<file path="src/rtl/fifo_16_reader.sv">
// Read-side adapter for an upstream FIFO with one-cycle read latency: it issues reads and
// feeds a 2-entry in-order skid buffer that drives a valid/ready stream. It also counts transfers.
module fifo_16_reader #(
    parameter int AWIDTH = 9
) (
    input  logic              clk,
    input  logic              rst,
    input  logic              en,
    input  logic              fifo_empty,
    output logic              fifo_rd_en,
    input  logic [AWIDTH-1:0] fifo_dout,
    output logic [AWIDTH-1:0] m_data,
    output logic              m_valid,
    input  logic              m_ready,
    output logic [15:0]       rd_count,
    output logic              ovf_err
);

    // Buffer level after this edge if nothing is dropped: occ + infl - pop (0..3).
    function automatic logic [2:0] commit_level(input logic [1:0] o, input logic i, input logic p);
        return {1'b0, o} + {2'b00, i} - {2'b00, p};
    endfunction

    function automatic logic [15:0] wrap_inc(input logic [15:0] c);
        return c + 16'd1;
    endfunction

    logic              run;
    logic              infl;
    logic [1:0]        occ;
    logic [AWIDTH-1:0] slot0_p1;
    logic [AWIDTH-1:0] slot1_p1;
    logic              pop;
    logic              capture;
    logic              drop;
    logic [2:0]        level;

    // run holds reads off until the first edge after reset is released.
    always_comb begin
        m_valid    = (occ != 2'd0);
        m_data     = slot0_p1;
        pop        = m_valid & m_ready;
        level      = commit_level(occ, infl, pop);
        fifo_rd_en = run & en & ~fifo_empty & (level < 3'd2);
        drop       = infl & (occ == 2'd2) & ~pop;
        capture    = infl & ~drop;
    end

    always_ff @(posedge clk or negedge rst) begin
        if (!rst) begin
            run      <= 1'b0;
            infl     <= 1'b0;
            occ      <= 2'd0;
            rd_count <= 16'd0;
            ovf_err  <= 1'b0;
        end else begin
            run  <= 1'b1;
            infl <= fifo_rd_en;
            if (!drop) begin
                occ <= level[1:0];
            end
            if (pop) begin
                rd_count <= wrap_inc(rd_count);
            end
            if (drop) begin
                ovf_err <= 1'b1;
            end
        end
    end

    // slot0 is always the head; a pop shifts slot1 forward, and a capture fills the first free slot.
    always_ff @(posedge clk) begin
        if (pop) begin
            slot0_p1 <= (occ == 2'd2) ? slot1_p1 : fifo_dout;
            if (capture) begin
                slot1_p1 <= fifo_dout;
            end
        end else if (capture) begin
            if (occ == 2'd0) begin
                slot0_p1 <= fifo_dout;
            end else begin
                slot1_p1 <= fifo_dout;
            end
        end
    end

endmodule

</file>
<file path="config.mk">
export PLATFORM = sky130hd
export DESIGN_NAME = fifo_16_reader
export DESIGN_NICKNAME = d
export VERILOG_FILES = /design/src/rtl/fifo_16_reader.sv
export SDC_FILE = /design/constraint.sdc
export NUM_CORES = 1
export LEC_CHECK = 0
export ABC_AREA = 1
export CAP_MARGIN = 20
export CORE_MARGIN = 1
export CORE_UTILIZATION = 49
export CTS_BUF_LIST = sky130_fd_sc_hd__clkbuf_4 sky130_fd_sc_hd__clkbuf_8 sky130_fd_sc_hd__clkbuf_16
export CTS_CLUSTER_DIAMETER = 100
export DETAILED_ROUTE_END_ITERATION = 16
export PLACE_DENSITY = 0.84
export SYNTH_ARGS = -nofsm -noshare
export SYNTH_HDL_FRONTEND = slang
export SYNTH_SLANG_ARGS = --single-unit
export TNS_END_PERCENT = 50
</file>
<file path="constraint.sdc">
create_clock -name clk -period 2.2 [get_ports clk]
set_input_delay 0.33 -clock clk [delete_from_list [all_inputs] [get_ports clk]]
set_output_delay 0.33 -clock clk [all_outputs]
set_load 0.02 [all_outputs]
</file>
==> run metrics, run 1 <==
FF+latch count, synth=39; Clock power frac=between 10% and 20%; yosys warns=0; placed wire-length estimate=about 2600 microns; Seq/Total Area, Yosys=between 60 and 70%; Setup crit start=occ[0]; critical path type=reg -> out; antenna cells=0; RSZ-0062 raised after global routing=true; Worst Path Max Fanout=3; # H-tree levels=2; Fin Clk Skew=0.00886 ns; Die Wd=between 60 and 70 microns; Req. time, crit path=about 1.9 ns; cells along the critical path=inv_2 -> nand2_2 -> inv_2 -> nand2_2 -> o21ai_2 -> ha_2 -> fa_2 -> nor4_4 -> buf_4; Cell Area, Synth=1750 sq um; DRT iter0 DRCs=39; cts bufs inserted=5; via count=1287; Final Max Slew Viols=0; status=complete, but fails checks; CP arrival=roughly 2.1 ns; Max Cap Violations=0; average size of a mapped cell=roughly 11 sq um; clk_lat worst skew=roughly 0.35 ns; die area=roughly 3800 sq um; Mapped Cells=about 160; CTS tree=built; crit share post-route=112%; Pleak=0.994 nW; Inst Count DP=between 200 and 300; RR Startpoint=occ[0]; Hold Crit Class=in -> async; Clock Path Buffers=2; fillers=248; Core ar.=approximately 3400 sq um; net count after synthesis=173; IO buf count=41; Setup-failing EPs final=1; Clk pin slew, worst setup/hold paths=0.11 ns; switching share of power=about 37%; failing checks=negative setup slack; Top delay family on crit path=adder cells; drt pass-1 iters=4; Vert. Die Dim=~60 microns; maximum VDD drop=between 0.8 and 0.9 mV; global-route wire length before repair=approximately 5600 microns; Rows=21; Initial Utilization=a little over 50%; Critical Path Source Type=flip-flop; minimum clock period=roughly 2.5 ns; GPL Wtd Cong=approximately 0.85; vias in the first global route=around 1300; I/O pin count=42; Buf+Inv Stages, Crit Path=3; Comb pwr share=between 40% and 50%; FMAX=roughly 410 MHz; PwrDens=between 1000 and 1500 nW/um^2; Area growth syn-to-layout=34.9%; slowest stage delay, CP=0.46 ns; Final WS setup=-0.254 ns; NumNets Final=231; Worst setup EP type=output port; GRT overflow=0; number of hold buffers added after cts=0; Seq pwr share=~43%; Fin Hold WS=0.313 ns; Tot GR Track Use=between 20% and 30%; Internal Power=roughly 1.6 mW; WL final=3520 microns; fin cells=260; clock root cell=clkbuf_4; Remaining DRCs=0; largest net degree at the start of global routing=22; vias per inst=4.95; initial antenna violation count=0; critical path's slowest cell=fa_2; wire per inst=13.6 microns; net switching power figure=roughly 0.91 mW; clk sinks=39; ANT nets after route=0; Fin. Hold Viols=0; share of layout cells above drive strength 1=22.4%; post-synthesis cell type count=24
[cell families (layout without fill, tap and decap cells)]
kind of cell | after synthesis | in the layout | synth area share (%)
AND/OR/NAND/NOR | 68 | 68 | 19.1
flip-flops | 39 | 39 | 60.9
other | 1 | 1 | 0.214
XOR/XNOR | 10 | 10 | 5.00
adder cells (fa/ha/maj) | 3 | 3 | 2.57
buffers and inverters | 20 | 78 | 4.71
AO/OA/AOI/OAI | 6 | 6 | 1.71
multiplexers | 9 | 9 | 5.79
[cells in the mapped netlist (all sizes together)]
cell type  number  share of area, %
xnor2           6               3.0
conb            1              0.21
buf             1              0.64
nor3            4               1.1
nor2           18               4.9
mux2            9               5.8
nand3           4               1.1
or2             2              0.71
xor2            4               2.0
nand2          34               8.3
ha              2               1.4
o21ai           6               1.7
fa              1               1.1
inv            19               4.1
dfrtp          21                30
nand4           5               2.6
edfxtp         18                31
nor4            1              0.36
[cell type report]
cell class	count	area, sq um	area share, %
well taps	46	57.6	2.44
inverters	19	71.3	3.02
clock buffers	5	37.5	1.59
flip-flops and latches	39	1070	45.1
multi-input cells	97	632	26.7
clock inverters	2	8.76	0.371
repair buffers	52	490	20.8
[placed cells by master (no fill, tap or decap)]
master           synthesis  final
clkdlybuf4s50_1          0     40
nand2_1                 29     27
dfrtp_1                 21     21
edfxtp_1                18     18
inv_1                   17     15
nor2_1                  15     15
buf_4                    0     12
mux2_2                   9      9
nand2_2                  4      6
xnor2_1                  6      6
o21ai_0                  6      5
clkbuf_4                 0      5
inv_2                    2      4
nor3_1                   4      4
xor2_1                   4      4
nand3_1                  4      4
nand4_1                  4      4
nor2_4                   2      2
or2_2                    2      2
o21ai_2                  0      1
nor4_4                   0      1
nand2_4                  1      1
nor2_2                   1      1
nand4_4                  1      1
fa_2                     0      1
ha_1                     2      1
ha_2                     0      1
clkinv_1                 0      1
clkinv_2                 0      1
conb_1                   1      1
[per-layer routing]
| layer | part of all wire [%] | track usage, % | vias to the layer above |
|---|---|---|---|
| li1 | - | - | 625 |
| met5 | 0 | 0 | - |
| met1 | 40 | 24.5 | 620 |
| met2 | 53 | 35.0 | 35 |
| met4 | 2.0 | 10.5 | 0 |
| met3 | 4.8 | 6.21 | 7 |
[worst register-to-register path: stages, from the launching register on]
cell	delay, ns
dfrtp_1	0.40
inv_2	0.08
nand2_2	0.06
inv_2	0.05
nand2_2	0.05
o21ai_2	0.05
ha_2	0.20
fa_2	0.46
or2_2	0.31
[flip-flops by register name (all words and copies together), names as in the netlist]
| name | count |
|---|---|
| run | 1 |
| occ | 2 |
| slot1_p1 | 9 |
| m_data | 9 |
| infl | 1 |
| rd_count | 16 |
| ovf_err | 1 |
[final timing paths]
path                           endpoint  slack, ns  depth (start not counted)
setup / recovery             fifo_rd_en      -0.25                          9
setup reg to reg                 occ[1]       0.44                          8
hold / removal             rd_count[12]       0.31                          2
min in group clk                ovf_err       0.48                          1
hold reg to reg                 ovf_err       0.48                          1
max in group asynchronous        occ[1]       1.66                          2
[through the flow]
| stage | setup TNS (ns) | cell area, sq um | utilization [%] | worst slack [ns] | total power [mW] |
|---|---|---|---|---|---|
| final | -0.254 | 2360 | 69.7 | -0.254 | 2.48 |
| after CTS | -0.262 | 2360 | 69.7 | -0.262 | 2.50 |
| after global placement | -2.16 | 2300 | 67.8 | -0.712 | 2.09 |
| after global routing | -0.380 | 2360 | 69.7 | -0.380 | 2.64 |
| after floorplan | -0.0194 | 1780 | - | -0.0194 | 1.67 |
| after detailed placement | -0.776 | 2310 | 68.1 | -0.776 | 2.14 |
[power by group through the flow]
stage	clock network, mW	registers, mW	logic (mW)
floorplan	0	1.21	0.458
global placement	0	1.06	1.03
detailed placement	0	1.07	1.07
CTS	0.341	1.06	1.10
global route	0.365	1.08	1.19
finish	0.333	1.06	1.09
[timing repair]
item | 4_1_cts | 5_1_grt
buffers inserted | 1 | 0
gates cloned | 0 | 0
endpoints found under the setup margin | 1 | 1
gates resized for setup | 8 | 0
hold endpoints to repair | 0 | 0
pin swaps | 4 | 0
Power figures use the tool's default switching activity.
==> run 2: changes to the inputs <==
- ABC_AREA: 1 -> not set
- CORE_UTILIZATION: 49 -> 47
- PLACE_DENSITY: 0.84 -> 0.83
==> run 2 against run 1 <==
Wire length shrank 16%; clock power grew 7.8%; die area decreased by 3.9%; highest routed layer unchanged; area after synthesis is 7.9% lower; cell count decreased by 19%; the run still ends with negative setup slack left; final area decreased by 6.0%; first-iteration DRC count shrank 44%; synthesized cell count decreased by 29%; sequential cell count unchanged.
==> run metrics, run 2 <==
status=complete, but fails checks (unchanged); failing checks=negative setup slack (unchanged); clk sinks=39 (unchanged); GRT overflow=0 (unchanged); # H-tree levels=2 (unchanged); FMAX=422 MHz (was 408 MHz); Clk pin slew, worst setup/hold paths=0.11 ns (about the same); xor/xnor share of the synthesized area=8.69% (was 5.00%); Max-slew headroom=between 60% and 70%; crit share post-route=108% (was 112%); Tot GR Track Use=19.0% (was 20.9%); mux cell area share after synthesis=6.98% (was 5.79%); CTS tree=built (unchanged); ANT nets after route=0 (unchanged); GPL Wtd Cong=0.799 (was 0.855); Mapped Cells=110 (was 156); R2R setup slack=0.51 ns (was 0.44 ns); Fin. Hold Viols=0 (unchanged); Final Max Slew Viols=0 (unchanged); placed wire-length estimate=2240 microns (was 2610 microns); Synth Area in Simple Gates=11.9% (was 19.1%); Max Cap Violations=0 (unchanged); largest net degree at the start of global routing=22 (unchanged); PwrDens=1040 nW/um^2 (was 1050 nW/um^2); synth cell count leaders=21 x dfrtp_1, 18 x edfxtp_1, 15 x xnor2_1 (was 29 x nand2_1, 21 x dfrtp_1, 18 x edfxtp_1); Area growth syn-to-layout=37.8% (was 34.9%); setup tns final=-0.172 ns (was -0.254 ns); final core utilization=70.5% (was 69.7%); pre-CTS setup slack=-0.808 ns (was -0.776 ns); Critical Path Source Type=flip-flop (unchanged); yosys warns=0 (unchanged); initial antenna violation count=0 (unchanged); largest family of logic cells by synthesized area=simple AND/OR/NAND/NOR gates (unchanged); Hold Crit Class=in -> async (unchanged); Initial Utilization=51.2% (was 51.7%); FF+latch count, synth=39 (unchanged); drt pass-1 iters=4 (unchanged); global-route wire length before repair=4830 microns (was 5560 microns); WL final=2950 microns (was 3520 microns); Final Total Pwr=2.32 mW (was 2.48 mW); Setup-failing EPs final=1 (unchanged); Clock Path Buffers=2 (unchanged); antenna cells=0 (unchanged); cts bufs inserted=5 (unchanged); clk_lat worst skew=0.35 ns (about the same); DRT iter0 DRCs=22 (was 39); Core ar.=3150 sq um (was 3390 sq um); Seq/Total Area, Yosys=66.1% (was 60.9%); R2R depth=6 (was 8); critical path type=reg -> out (unchanged); Slew @ Worst Pin=roughly 0.48 ns; die area=3670 sq um (was 3820 sq um); IO buf count=41 (unchanged); FF-to-FF End=occ[1] (unchanged); cell with the most instances after synthesis=dfrtp_1 (was nand2_1); NumNets Final=183 (was 231); minimum clock period=2.37 ns (was 2.45 ns); Final WS setup=-0.172 ns (was -0.254 ns); Synth top area share=33.5% (was 30.9%); wire per inst=14.0 microns (was 13.6 microns); post-synthesis adder-cell area fraction=2.79% (was 2.57%); RR Startpoint=occ[0] (unchanged); Req. time, crit path=1.87 ns (about the same); vias in the first global route=1097 (was 1270); Worst Path Max Fanout=2 (was 3); most common cell after layout, fill and taps aside=clkdlybuf4s50_1 (unchanged); Fin Clk Skew=0.0144 ns (was 0.00886 ns); commonest cells after routing, fill and taps aside=39 x clkdlybuf4s50_1, 21 x dfrtp_1, 18 x edfxtp_1 (was 40 x clkdlybuf4s50_1, 27 x nand2_1, 21 x dfrtp_1); share of layout cells above drive strength 1=23.4% (was 22.4%); Rows=20 (was 21); number of flip-flops in the largest register=16 (unchanged); Primary FF master, synth=dfrtp_1 (unchanged); Vert. Die Dim=60.6 microns (was 61.8 microns); Post-synth EDFFs=18 (unchanged); largest register by flop count=rd_count (unchanged); average size of a mapped cell=14.7 sq um (was 11.2 sq um); Die Wd=60.6 microns (was 61.8 microns); Cell Area, Synth=1610 sq um (was 1750 sq um); Remaining DRCs=0 (unchanged); CP arrival=2.04 ns (was 2.12 ns); post-synthesis cell type count=26 (was 24); Pleak=0.894 nW (was 0.994 nW); RSZ-0062 raised after global routing=true (unchanged); maximum VDD drop=0.824 mV (was 0.845 mV); clock root cell=clkbuf_4 (unchanged); via count=1063 (was 1287); area leader, netlist=edfxtp_1 (unchanged); vias per inst=5.04 (was 4.95); Area contributors post-synth=edfxtp_1 34%, dfrtp_1 33%, xnor2_1 8.1% (was edfxtp_1 31%, dfrtp_1 30%, nand2_1 6.2%); Worst setup EP type=output port (unchanged); Compound-Gate Fraction of Synth Area=1.78% (was 1.71%); I/O pin count=42 (unchanged); Async SR Flop Fraction=53.8% (unchanged); net count after synthesis=127 (was 173)
## run 2: changes by cell type after synthesis, moves of 3 or more
cell | before | now
nand3_1 | 4 | 7
nor2_1 | 15 | 4
nand4_1 | 4 | 1
xor2_1 | 4 | 1
nand2_1 | 29 | 9
o21ai_0 | 6 | 1
nor3_1 | 4 | 1
inv_1 | 17 | 5
xnor2_1 | 6 | 15
nand2_2 | 4 | 0
## run 2: cells by family after synthesis
logic type	after synthesis
fa+ha+maj	3
xor+xnor	16
flops	39
compound gates	3
buf+inv	6
mux	10
simple gates	32
other cells	1
## run 2: what timing repair did
item                       in CTS  in global routing
gates cloned                    0                  0
hold buffers                    0                  0
setup buffers                   0                  0
pin swaps                       3                  0
gates resized for setup         7                  0
setup endpoints to repair       1                  1
## run 2: how the worst max path moves through the flow
| stage | slack, ns | start | cells past startpoint | to |
|---|---|---|---|---|
| 6_report | -0.17 | occ[0] | 7 | fifo_rd_en |
| 5_1_grt | -0.32 | occ[0] | 7 | fifo_rd_en |
| 4_1_cts | -0.21 | occ[0] | 7 | fifo_rd_en |
| 3_5_place_dp | -0.81 | m_ready | 7 | fifo_rd_en |
| 3_3_place_gp | -0.74 | m_ready | 7 | fifo_rd_en |
| 2_1_floorplan | -0.0005 | occ[0] | 7 | fifo_rd_en |
## run 2: worst max-delay path, cell delays in order (launching register included)
cell	delay, ns
dfrtp_1	0.40
inv_2	0.07
nand3_2	0.07
o21ai_2	0.07
ha_2	0.21
fa_2	0.46
nor4_4	0.23
buf_4	0.18
## run 2: layer usage
metal,vias to the layer above,routed length [microns],GRT usage (%)
met1,521,1220,22.1
met2,44,1490,31.2
met5,-,0,0
met4,0,34,8.12
li1,495,-,-
met3,3,209,7.68
## run 2: cell type report
type                    count  area, sq um
clock inverters             2         11.3
flip-flops and latches     39         1070
multi-input cells          65          552
well taps                  44         55.1
clock buffers               6         45.0
repair buffers             50          474
inverters                   5         18.8
fillers                   244          931
## run 2: power breakdown
| group | internal, mW | leakage, nW | switching (mW) |
|---|---|---|---|
| clock network | 0.137 | 0.0360 | 0.222 |
| registers | 0.927 | 0.437 | 0.125 |
| logic | 0.446 | 0.421 | 0.463 |
| total | 1.51 | 0.894 | 0.810 |
## run 2: through the flow
| step | std cells | area, sq um | hold WS [ns] |
|---|---|---|---|
| final | 211 | 2220 | 0.303 |
| after global routing | 211 | 2220 | 0.295 |
| after CTS | 211 | 2220 | 0.300 |
| after detailed placement | 203 | 2170 | 0.452 |
| after global placement | 203 | 2170 | 0.451 |
| after floorplan | 110 | 1650 | 0.0344 |
